[config.mk]
export PLATFORM = sky130hd
export DESIGN_NAME = dsp_out_stage
export DESIGN_NICKNAME = d
export VERILOG_FILES = /design/src/rtl/dsp_pkg.sv /design/src/rtl/sync_fifo.sv /design/src/rtl/dsp_out_stage.sv
export SDC_FILE = /design/constraint.sdc
export NUM_CORES = 1
export LEC_CHECK = 0
export CORE_MARGIN = 3
export CORE_UTILIZATION = 45
export CTS_BUF_LIST = sky130_fd_sc_hd__clkbuf_8
export CTS_CLUSTER_DIAMETER = 120
export DETAILED_ROUTE_END_ITERATION = 10
export PLACE_DENSITY = 0.75
export SETUP_SLACK_MARGIN = 0.05
export SLEW_MARGIN = 20
export SYNTH_ARGS = -nofsm -noshare
export SYNTH_HDL_FRONTEND = slang
export SYNTH_HIERARCHICAL = 1
export SYNTH_SLANG_ARGS = --single-unit
export TNS_END_PERCENT = 10
[constraint.sdc]
create_clock -name clk -period 2.5 [get_ports clk]
set_input_delay 0.5 -clock clk [delete_from_list [all_inputs] [get_ports clk]]
set_output_delay 0.5 -clock clk [all_outputs]
set_load 0.02 [all_outputs]
[src/rtl/dsp_pkg.sv]
// Shared constants and fixed-point helpers for the DSP48 output path.
// All helpers work on a 49-bit signed value so rounding of a full 48-bit p cannot overflow.
package dsp_pkg;

    localparam int DSP_P_W = 48;

    // Round half up, then arithmetic shift right.
    function automatic logic signed [DSP_P_W:0] round_shift(
        input logic signed [DSP_P_W-1:0] p,
        input int                        shift
    );
        logic signed [DSP_P_W:0] ext;
        ext = {p[DSP_P_W-1], p};
        if (shift > 0)
            ext = ext + ({{DSP_P_W{1'b0}}, 1'b1} << (shift - 1));
        return ext >>> shift;
    endfunction

    function automatic logic signed [DSP_P_W:0] sat_max(input int out_w);
        logic signed [DSP_P_W:0] one;
        one = {{DSP_P_W{1'b0}}, 1'b1};
        return (one <<< (out_w - 1)) - one;
    endfunction

    // The most negative representable value is the bitwise inverse of the maximum.
    function automatic logic sat_hit(
        input logic signed [DSP_P_W:0] v,
        input int                      out_w
    );
        return (v > sat_max(out_w)) || (v < ~sat_max(out_w));
    endfunction

    function automatic logic signed [DSP_P_W:0] saturate(
        input logic signed [DSP_P_W:0] v,
        input int                      out_w
    );
        if (v > sat_max(out_w))
            return sat_max(out_w);
        else if (v < ~sat_max(out_w))
            return ~sat_max(out_w);
        else
            return v;
    endfunction

endpackage

[src/rtl/sync_fifo.sv]
// Single-clock FIFO with an extra pointer bit for full/empty and a combinational head read.
// A write into a full FIFO is accepted only when a read frees a slot on the same edge.
module sync_fifo #(
    parameter int WIDTH = 8,
    parameter int DEPTH = 4
) (
    input  logic             clk,
    input  logic             rst_n,
    input  logic             wr_en,
    input  logic [WIDTH-1:0] wr_data,
    input  logic             rd_en,
    output logic [WIDTH-1:0] rd_data,
    output logic             full,
    output logic             empty,
    output logic             wr_ok
);
    localparam int AW = $clog2(DEPTH);

    logic [WIDTH-1:0] mem [DEPTH];
    logic [AW:0]      wptr;
    logic [AW:0]      rptr;
    logic             do_rd;

    assign empty   = (wptr == rptr);
    assign full    = (wptr[AW] != rptr[AW]) && (wptr[AW-1:0] == rptr[AW-1:0]);
    assign do_rd   = rd_en && !empty;
    assign wr_ok   = wr_en && (!full || do_rd);
    assign rd_data = mem[rptr[AW-1:0]];

    always_ff @(posedge clk or negedge rst_n) begin
        if (!rst_n) begin
            wptr <= '0;
            rptr <= '0;
        end else begin
            if (wr_ok)
                wptr <= wptr + (AW+1)'(1);
            if (do_rd)
                rptr <= rptr + (AW+1)'(1);
        end
    end

    always_ff @(posedge clk) begin
        if (wr_ok)
            mem[wptr[AW-1:0]] <= wr_data;
    end

endmodule

[src/rtl/dsp_out_stage.sv]
// Multiplier output stage: qualify p with a delayed in_valid, round, saturate and buffer
// the result behind a valid/ready port; words that find the buffer full are dropped.
module dsp_out_stage
    import dsp_pkg::*;
#(
    parameter int DSP_LAT    = 4,
    parameter int SHIFT      = 17,
    parameter int OUT_W      = 18,
    parameter int FIFO_DEPTH = 4
) (
    input  logic                      clk,
    input  logic                      rst_n,
    input  logic                      in_valid,
    input  logic signed [DSP_P_W-1:0] p,
    input  logic                      out_ready,
    output logic                      out_valid,
    output logic signed [OUT_W-1:0]   out_data,
    output logic                      out_sat,
    output logic                      drop,
    output logic [15:0]               sat_cnt
);
    logic [DSP_LAT-1:0]      vld_sr;
    logic                    r1_valid;
    logic                    r2_valid;
    logic signed [DSP_P_W:0] r1_val;
    logic signed [OUT_W-1:0] r2_data;
    logic                    r2_sat;
    logic [OUT_W:0]          fifo_q;
    logic                    fifo_full;
    logic                    fifo_empty;
    logic                    fifo_wr_ok;

    always_ff @(posedge clk or negedge rst_n) begin
        if (!rst_n) begin
            vld_sr   <= '0;
            r1_valid <= 1'b0;
            r2_valid <= 1'b0;
        end else begin
            vld_sr[0] <= in_valid;
            for (int i = 1; i < DSP_LAT; i++)
                vld_sr[i] <= vld_sr[i-1];
            r1_valid <= vld_sr[DSP_LAT-1];
            r2_valid <= r1_valid;
        end
    end

    // Data registers carry no reset; their valid bits above decide whether they matter.
    always_ff @(posedge clk) begin
        if (vld_sr[DSP_LAT-1])
            r1_val <= round_shift(p, SHIFT);
        if (r1_valid) begin
            r2_data <= OUT_W'(saturate(r1_val, OUT_W));
            r2_sat  <= sat_hit(r1_val, OUT_W);
        end
    end

    sync_fifo #(
        .WIDTH (OUT_W + 1),
        .DEPTH (FIFO_DEPTH)
    ) u_fifo (
        .clk     (clk),
        .rst_n   (rst_n),
        .wr_en   (r2_valid),
        .wr_data ({r2_sat, r2_data}),
        .rd_en   (out_ready),
        .rd_data (fifo_q),
        .full    (fifo_full),
        .empty   (fifo_empty),
        .wr_ok   (fifo_wr_ok)
    );

    always_ff @(posedge clk or negedge rst_n) begin
        if (!rst_n) begin
            drop    <= 1'b0;
            sat_cnt <= '0;
        end else begin
            drop <= r2_valid && fifo_full && !(out_ready && !fifo_empty);
            if (fifo_wr_ok && r2_sat && (sat_cnt != 16'hFFFF))
                sat_cnt <= sat_cnt + 16'd1;
        end
    end

    // Masking with empty keeps out_data at zero whenever no word is presented.
    assign out_valid = !fifo_empty;
    assign out_data  = fifo_empty ? '0 : fifo_q[OUT_W-1:0];
    assign out_sat   = !fifo_empty && fifo_q[OUT_W];

endmodule

==> run_results.csv, run 1 <==
group,metric,value,unit
logic_synthesis,synthFlopType,"edfxtp_1",
clock_network,cts_tree,"yes",
timing,hold_viol,0,
logic_synthesis,ys_seq_elements,156,
floorplanning,start_util,46.9,%
logic_synthesis,yosys-top-cells-area,"edfxtp_1 (57%), dfrtp_1 (11%), mux4_2 (6.4%)",
logic_synthesis,synth-edff-count,127,
setup_path,crit_arrival,1900,ps
drt,wl,11700,um
timing,setup_viol_count_final,0,
logic_synthesis,synth_area_leader_cell,"edfxtp_1",
setup_path,reg2reg_depth,8,
grt,antenna_found_initial,0,
timing,period_share,96.0,%
clock_network,clkSinkCount,156,
floorplanning,die_h,128,um
placed_design,gp_congestion,0.833,
floorplanning,coreArea,14200,um^2
logic_synthesis,syn_nets,472,
drt,drc,0,
min_path,min_path_type,"flip-flop to flip-flop",
placed_design,hpwl,7910,um
power,sequentialPowerShare,42.2,%
power,pwr-share-comb,35.6,%
placed_design,numPortBuffers,72,
timing,period_needed,2400,ps
timing,rsz0062_at_grt,"yes",
setup_path,crit_type,"flip-flop to output port",
power,internal_power,5730,uW
outcome,status,"finished clean",
layout,layout-drive-gt1-share,19.5,%
clock_network,hold_buffers,0,
power,ir_worst_vdd,0.000461,V
logic_synthesis,ys_types,41,
logic_synthesis,avgSynthCellArea,16.1,um^2
layout,antenna_cells,0,
power,clkPwrFrac,22.2,%
clock_network,clk_latency,430,ps
grt,grt_usage,14.8,%
setup_path,r2r_end,"sat_cnt[1]$_DFFE_PN0P_",
setup_path,r2r_slack,280,ps
logic_synthesis,netlist_area,6660,um^2
power,power,8380,uW
setup_path,timing.rr.start,"u_fifo/rptr[0]$_DFFE_PN0P_",
logic_synthesis,synth-seq-area-share,68.1,%
logic_synthesis,synth_xor_area_share,6.80,%
power,sw_frac_of_total,31.6,%
placed_design,place_area,7750,um^2
layout,nNetsFinal,575,
power,powerDensity,1030,nW/um^2
timing,slew_headroom,42.2,%
setup_path,path_max_fanout,7,
drt,drt_iter0_markers,237,
floorplanning,chipWidth,128,um
logic_synthesis,synth_top_family_by_area,"simple AND/OR/NAND/NOR gates",
drt,viasPerCell,5.24,
drt,dr.pass1.iters,4,
logic_synthesis,synth_top_area_share,57.3,%
flow_run,drv_cap,0,
clock_network,cts_buffers,17,
floorplanning,fp.dieArea,16300,um^2
layout,final_area,8150,um^2
timing,setup_tns,0,ps
grt,grt_pass1_wl,18600,um
grt,grt_pass1_vias,3796,
clock_network,cts_buffer_depth,2,
logic_synthesis,ys.warnings.count,6,
logic_synthesis,synthAdderAreaFrac,1.31,%
floorplanning,io_pins,89,
logic_synthesis,synth_compound_area_share,4.08,%
setup_path,end_kind,"output port",
logic_synthesis,synth_common_cells,"edfxtp_1 (127), xnor2_1 (41), dfrtp_1 (29)",
power,power_switching,2650,uW
setup_path,start_kind,"flip-flop",
logic_synthesis,async_reset_ff_share,18.6,%
logic_synthesis,syn_inst,413,
timing,fmax,0.417,GHz
drt,ant_nets,0,
timing,slew_violations,0,
layout,areaGrowthSynthToFinish,22.3,%
logic_synthesis,yosysMostFrequentCell,"edfxtp_1",
clock_network,path_clk_slew,70,ps
grt,grt_max_degree,34,
drt,route.vias.total,3714,
drt,wl_per_cell,16.5,um
setup_path,crit_start,"u_fifo/rptr[0]$_DFFE_PN0P_",
timing,fin_skew,7.29,ps
timing,max_slew.worst_pin.slew,867,ps
clock_network,root_buffer,"clkbuf_8",
setup_path,crit_end,"out_data[9]",
clock_network,cts_max_level,4,
grt,overflow,0,
floorplanning,rows,43,
logic_synthesis,yosys.area_share.simple,11.2,%
power,leakage,0.00296,uW
setup_path,critPathRequiredTime,2000,ps
layout,n_fill_cell,1119,
logic_synthesis,synth.area.mux_share,6.93,%
cell families after synthesis:
kind of cell	Yosys count
fa+ha+maj	7
buf+inv	25
mux	22
compound gates	33
flops	156
xor+xnor	50
simple gates	120
power by group through the flow:
stage	Clock (uW)	Combinational, uW	Sequential (uW)
2_1_floorplan	0	1710	3570
3_3_place_gp	0	3040	3550
3_5_place_dp	0	3070	3590
4_1_cts	1910	2980	3530
5_1_grt	2030	3240	3580
6_report	1860	2990	3530
registers in the layout, summed over array words and instances (netlist names), 3 cells and up:
name	flops
r1_val	32
sat_cnt	16
u_fifo/mem	76
u_fifo/wptr	3
r2_data	18
u_fifo/rptr	3
vld_sr	4
worst min-delay path by stage:
stage	start	to	cells past startpoint
after floorplan	rst_n	drop$_DFF_PN0_	0
after global placement	vld_sr[0]$_DFF_PN0_	vld_sr[1]$_DFF_PN0_	0
after detailed placement	vld_sr[0]$_DFF_PN0_	vld_sr[1]$_DFF_PN0_	0
after CTS	vld_sr[2]$_DFF_PN0_	vld_sr[3]$_DFF_PN0_	0
after global routing	vld_sr[0]$_DFF_PN0_	vld_sr[1]$_DFF_PN0_	0
final	vld_sr[2]$_DFF_PN0_	vld_sr[3]$_DFF_PN0_	0
critical path, stage by stage, from the launching register on:
cell	delay, ps
dfrtp_2	400
buf_6	130
clkbuf_16	160
mux4_2	500
nor2b_1	140
buf_4	150
metal layers:
layer / track usage [%] / part of all wire (%) / up-vias
met3: 3.79 / 5.5 / 11
met4: 4.87 / 1.3 / 0
met1: 18.5 / 42 / 1799
met2: 25.3 / 51 / 110
li1: - / - / 1794
met5: 0 / 0 / -
cell usage in the layout, fill, tap and decap left out, types with 3 or more instances in the layout:
cell / n
nand4_1: 23
and4_1: 6
ha_1: 7
a21o_1: 17
clkbuf_8: 17
and3_1: 9
buf_4: 28
nor2b_1: 18
buf_6: 4
clkdlybuf4s50_1: 52
o21a_1: 3
clkinv_1: 3
inv_1: 16
mux4_2: 19
xnor2_1: 41
clkinv_2: 3
edfxtp_1: 127
and2_1: 3
xor2_1: 7
nand3_1: 14
bufinv_16: 4
buf_2: 11
nor3_1: 8
nand2_1: 16
dfrtp_1: 27
nor2_1: 9
nor4_1: 3
what timing repair did:
| action | CTS | global route |
|---|---|---|
| cloned | 1 | 1 |
| endpoints found under the setup margin | 20 | 20 |
| gates resized for setup | 96 | 3 |
| setup buffers | 1 | 0 |
| pin swaps | 1 | 1 |
metrics by stage:
stage                     util, %  hold slack, ps  setup WS, ps  cells
after global routing         57.4             370          30.7    709
after floorplan                 -             204           211    413
after global placement       54.6             344          94.7    674
final                        57.4             357           101    709
after detailed placement     54.6             337          78.1    674
after CTS                    57.1             361          36.7    708
layout make-up:
type	count	area [um^2]	area share, %
Clock buffer	17	234	2.87
Clock inverter	15	165	2.03
Inverter	11	41.3	0.507
Multi-Input combinational cell	232	2040	25.1
Sequential cell	156	4540	55.7
Tap cell	180	225	2.76
Timing Repair Buffer	98	896	11.0
No activity file was read; power rests on OpenSTA's default activity.
==> run 2, diff against run 1 <==
- CTS_BUF_LIST: sky130_fd_sc_hd__clkbuf_8 -> sky130_fd_sc_hd__clkbuf_4
- SKIP_LAST_GASP: not set -> 1
==> run_results.csv, run 2 (synthesis results as in run 1) <==
group,metric,value,unit
setup_path,start_kind,"flip-flop",
clock_network,clk_latency,510,ps
power,leakage,0.00293,uW
timing,hold_viol,0,
outcome,failed_checks,"setup timing",
layout,final_area,8080,um^2
clock_network,cts_tree,"yes",
drt,drt_iter0_markers,254,
flow_run,drv_cap,0,
drt,route.vias.total,3723,
setup_path,critPathRequiredTime,2000,ps
clock_network,hold_buffers,0,
layout,final_core_util,56.9,%
floorplanning,rows,43,
timing,slew_violations,0,
setup_path,crit_type,"flip-flop to output port",
layout,final_cell_mix,"edfxtp_1 (127), clkdlybuf4s50_1 (52), xnor2_1 (41)",
grt,antenna_found_initial,1,
timing,period_needed,2500,ps
timing,max_slew.worst_pin.slew,862,ps
outcome,status,"complete, but fails checks",
min_path,min_path_type,"primary input to async pin",
timing,period_share,100,%
drt,drc,0,
floorplanning,die_h,128,um
grt,grt_pass1_vias,3844,
grt,grt_pass1_wl,18800,um
setup_path,path_max_fanout,7,
clock_network,root_buffer,"clkbuf_4",
clock_network,clkSinkCount,156,
timing,setup_viol_count_final,1,
layout,nNetsFinal,577,
setup_path,crit_start,"u_fifo/rptr[0]$_DFFE_PN0P_",
timing,fmax,0.400,GHz
floorplanning,fp.dieArea,16300,um^2
timing,slew_headroom,42.5,%
floorplanning,io_pins,89,
placed_design,placed_cells,674,
power,power,8150,uW
floorplanning,start_util,46.9,%
drt,wl_per_cell,16.4,um
layout,layout_commonest_cell,"edfxtp_1",
clock_network,cts_max_level,4,
layout,largest_reg_flops,76,
layout,n_fill_cell,1135,
grt,grt_max_degree,34,
timing,fin_ws,-0.305,ps
layout,areaGrowthSynthToFinish,21.3,%
power,ir_worst_vdd,0.000400,V
setup_path,timing.rr.start,"u_fifo/rptr[0]$_DFFE_PN0P_",
drt,viasPerCell,5.23,
power,powerDensity,1010,nW/um^2
drt,dr.pass1.iters,4,
setup_path,crit_arrival,2000,ps
placed_design,gp_congestion,0.833,
grt,grt_usage,15.0,%
placed_design,numPortBuffers,72,
timing,fin_skew,16.0,ps
setup_path,end_kind,"output port",
drt,ant_nets,0,
drt,wl,11700,um
floorplanning,coreArea,14200,um^2
timing,rsz0062_at_grt,"yes",
placed_design,hpwl,7910,um
floorplanning,chipWidth,128,um
layout,instances_no_fill,712,
placed_design,place_area,7750,um^2
grt,overflow,0,
clock_network,cts_buffer_depth,2,
clock_network,path_clk_slew,120,ps
clock_network,cts_buffers,17,
layout,layout-drive-gt1-share,20.7,%
==> run 2: cell count changes in the layout (fill, tap and decap cells not counted), sizes merged <==
| cell | previous run | this run |
|---|---|---|
| clkbuf | 18 | 22 |
| buf | 45 | 48 |
| diode | 0 | 1 |
| inv | 16 | 11 |
==> run 2: report_power, final <==
group | internal, uW | total [uW] | switching, uW
Sequential | 3270 | 3520 | 249
Combinational | 1410 | 3030 | 1610
Clock | 837 | 1600 | 766
Total | 5530 | 8150 | 2630
==> run 2: metrics by stage <==
stage | setup WS (ps) | TNS (ps) | hold slack (ps)
after floorplan | 211 | 0 | 204
after global placement | 94.7 | 0 | 344
after detailed placement | 78.1 | 0 | 337
after CTS | -60.8 | -884 | 334
after global routing | -125 | -1910 | 330
final | -0.305 | -0.305 | 359
==> run 2: cell type report <==
cell class                 instances  area, um^2  area share (%)
sequential                       156        4540            56.2
multi-input combinational        232        2040            25.2
timing repair buffer             100         918            11.4
tap                              180         225            2.79
clock buffer                      22         165            2.04
clock inverter                    10         146            1.81
inverter                          11        41.3           0.511
antenna                            1        2.50          0.0310
==> run 2: worst paths after layout <==
path	to	slack, ps	cells after the start
max	out_data[14]	-0.3	5
min	sat_cnt[12]$_DFFE_PN0P_	360	2
max reg2reg	sat_cnt[6]$_DFFE_PN0P_	260	9
min reg2reg	vld_sr[3]$_DFF_PN0_	360	0
max in group asynchronous	u_fifo/rptr[0]$_DFFE_PN0P_	1840	2
min in group clk	vld_sr[3]$_DFF_PN0_	360	0
==> run 2: routing by layer <==
layer,part of all wire (%),GRT usage [%],vias to the layer above
li1,-,-,1809
met1,44,18.7,1820
met2,51,25.9,87
met3,4.3,3.42,7
met4,0.95,5.43,0
met5,0,0,-
==> run 2: worst max-delay path, cell delays in order, from the launching register on <==
cell     delay (ps)
dfrtp_2         410
buf_6           140
buf_12          130
mux4_2          510
nor2b_1         140
buf_2           150
==> run 2: timing repair <==
item | CTS | global route
gates resized for setup | 91 | 5
cloned | 2 | 0
setup buffers | 3 | 0
endpoints found under the setup margin | 20 | 20
pin swaps | 1 | 1
==> run 3, diff against run 2 <==
- CTS_BUF_LIST: sky130_fd_sc_hd__clkbuf_4 -> sky130_fd_sc_hd__clkbuf_16
==> run_results.csv, run 3 (synthesis results as in run 1) <==
group,metric,value,unit
floorplanning,chipWidth,128,um
min_path,worstHoldStart,"vld_sr[2]$_DFF_PN0_",
layout,layout_commonest_cell,"edfxtp_1",
setup_path,end_kind,"output port",
drt,wl_per_cell,16.7,um
setup_path,crit_type,"flip-flop to output port",
power,sequentialPowerShare,39.0,%
timing,fin_skew,6.14,ps
drt,dr.pass1.iters,4,
min_path,hold_end,"vld_sr[3]$_DFF_PN0_",
floorplanning,io_pins,89,
power,power_switching,2760,uW
layout,largest_reg_flops,76,
flow_run,drv_cap,0,
setup_path,r2r_slack,250,ps
drt,viasPerCell,5.32,
timing,max_slew.worst_pin.slew,895,ps
layout,n_fill_cell,1098,
timing,slew_violations,0,
grt,use_met2,25.5,%
min_path,min_path_type,"flip-flop to flip-flop",
power,clkPwrFrac,28.0,%
layout,final_core_util,58.9,%
timing,rsz0062_at_grt,"yes",
grt,busiest_layer,"met2",
setup_path,cpMaxStageDelayCell,"dfrtp_2",
placed_design,placed_cells,674,
drt,ant_nets,0,
layout,instances_no_fill,710,
timing,fmax,0.408,GHz
placed_design,place_area,7750,um^2
layout,areaGrowthSynthToFinish,25.6,%
layout,antenna_cells,0,
layout,nNetsFinal,576,
grt,grt_usage,15.2,%
drt,route.vias.total,3774,
placed_design,hpwl,7910,um
layout,layout-drive-gt1-share,18.9,%
setup_path,reg2reg_depth,8,
timing,setup_tns,0,ps
drt,drt_iter0_markers,264,
setup_path,critical_path.max_stage_delay,440,ps
setup_path,crit_arrival,1950,ps
power,internal_power,6330,uW
grt,antenna_found_initial,0,
clock_network,clkSinkCount,156,
floorplanning,rows,43,
setup_path,timing.rr.start,"u_fifo/rptr[0]$_DFFE_PN0P_",
floorplanning,fp.dieArea,16300,um^2
floorplanning,die_h,128,um
placed_design,numPortBuffers,72,
power,leakage,0.00304,uW
drt,wl,11800,um
timing,slew_headroom,40.4,%
clock_network,cts_buffer_depth,2,
timing,setup_viol_count_final,0,
grt,grt_pass1_wl,19100,um
grt,grt_use_met1,19.1,%
power,ir_worst_vdd,0.000637,V
clock_network,hold_buffers,0,
setup_path,crit_chain,"buf_12 -> xor2_4 -> nor3_4 -> buf_6 -> nor2b_1 -> clkdlybuf4s15_1",
power,power,9090,uW
clock_network,path_clk_slew,60,ps
floorplanning,coreArea,14200,um^2
grt,grt_max_degree,34,
min_path,hold_depth,0,
power,sw_frac_of_total,30.4,%
power,powerDensity,1090,nW/um^2
grt,grtUsageMet3,3.75,%
placed_design,gp_congestion,0.833,
timing,hold_viol,0,
setup_path,path_max_fanout,8,
clock_network,cts_tree,"yes",
grt,grt_pass1_vias,3846,
outcome,status,"finished clean",
setup_path,r2r_end,"sat_cnt[1]$_DFFE_PN0P_",
clock_network,cts_buffers,17,
layout,final_cell_mix,"edfxtp_1 (127), clkdlybuf4s50_1 (52), xnor2_1 (41)",
clock_network,clk_latency,410,ps
layout,final_area,8370,um^2
power,pwr-share-comb,33.0,%
setup_path,start_kind,"flip-flop",
floorplanning,start_util,46.9,%
clock_network,root_buffer,"clkbuf_16",
timing,period_needed,2450,ps
grt,overflow,0,
clock_network,cts_max_level,4,
timing,period_share,98.1,%
setup_path,critPathRequiredTime,2000,ps
drt,drc,0,
run 3: layout make-up:
cell class / instances / area, um^2 / share of cell area [%]
multi-input cells: 232 / 2040 / 24.4
flip-flops and latches: 156 / 4540 / 54.3
inverters: 11 / 41.3 / 0.493
clock inverters: 15 / 165 / 1.97
well taps: 180 / 225 / 2.69
repair buffers: 99 / 927 / 11.1
clock buffers: 17 / 425 / 5.08
run 3: how the worst max path moves through the flow:
stage / from / end / slack (ps)
after global placement: u_fifo/rptr[0]$_DFFE_PN0P_ / out_data[7] / 90
after detailed placement: p[16] / r1_val[25]$_DFFE_PP_ / 80
final: u_fifo/rptr[0]$_DFFE_PN0P_ / out_data[17] / 50
after floorplan: u_fifo/wptr[0]$_DFFE_PN0P_ / u_fifo/mem[3][0]$_DFFE_PP_ / 210
after CTS: u_fifo/rptr[0]$_DFFE_PN0P_ / out_data[3] / -40
after global routing: u_fifo/rptr[0]$_DFFE_PN0P_ / out_data[2] / -50
run 3: repair_timing:
item                                   in CTS  in global routing
setup endpoints to repair                  20                 20
buffers inserted                            0                  3
pin swaps                                   1                  1
gates cloned                                1                  0
endpoints found under the hold margin       0                  0
resized for setup                          64                 10
run 3: per-stage QoR:
stage                     setup WS (ps)  hold slack, ps
after CTS                         -42.4             357
after floorplan                     211             204
final                              46.6             356
after global routing              -49.9             365
after global placement             94.7             344
after detailed placement           78.1             337
run 3: layer usage:
metal	vias to the layer above	routed length, um
met5	-	0
met4	0	194
met3	16	587
met2	111	6010
met1	1848	5060
li1	1799	-
run 3: worst max-delay path: cells and delay by family (launching register included):
family / cells / cell delay [ps]
XOR/XNOR: 1 / 180
flip-flops: 1 / 440
AND/OR/NAND/NOR: 2 / 320
buffers and inverters: 3 / 600
run 3: power by group through the flow:
stage / clock (uW) / combinational (uW) / sequential [uW]
after floorplan: 0 / 1710 / 3570
after global placement: 0 / 3040 / 3550
after detailed placement: 0 / 3070 / 3590
after CTS: 2580 / 3060 / 3540
after global routing: 2710 / 3240 / 3590
final: 2540 / 3000 / 3540
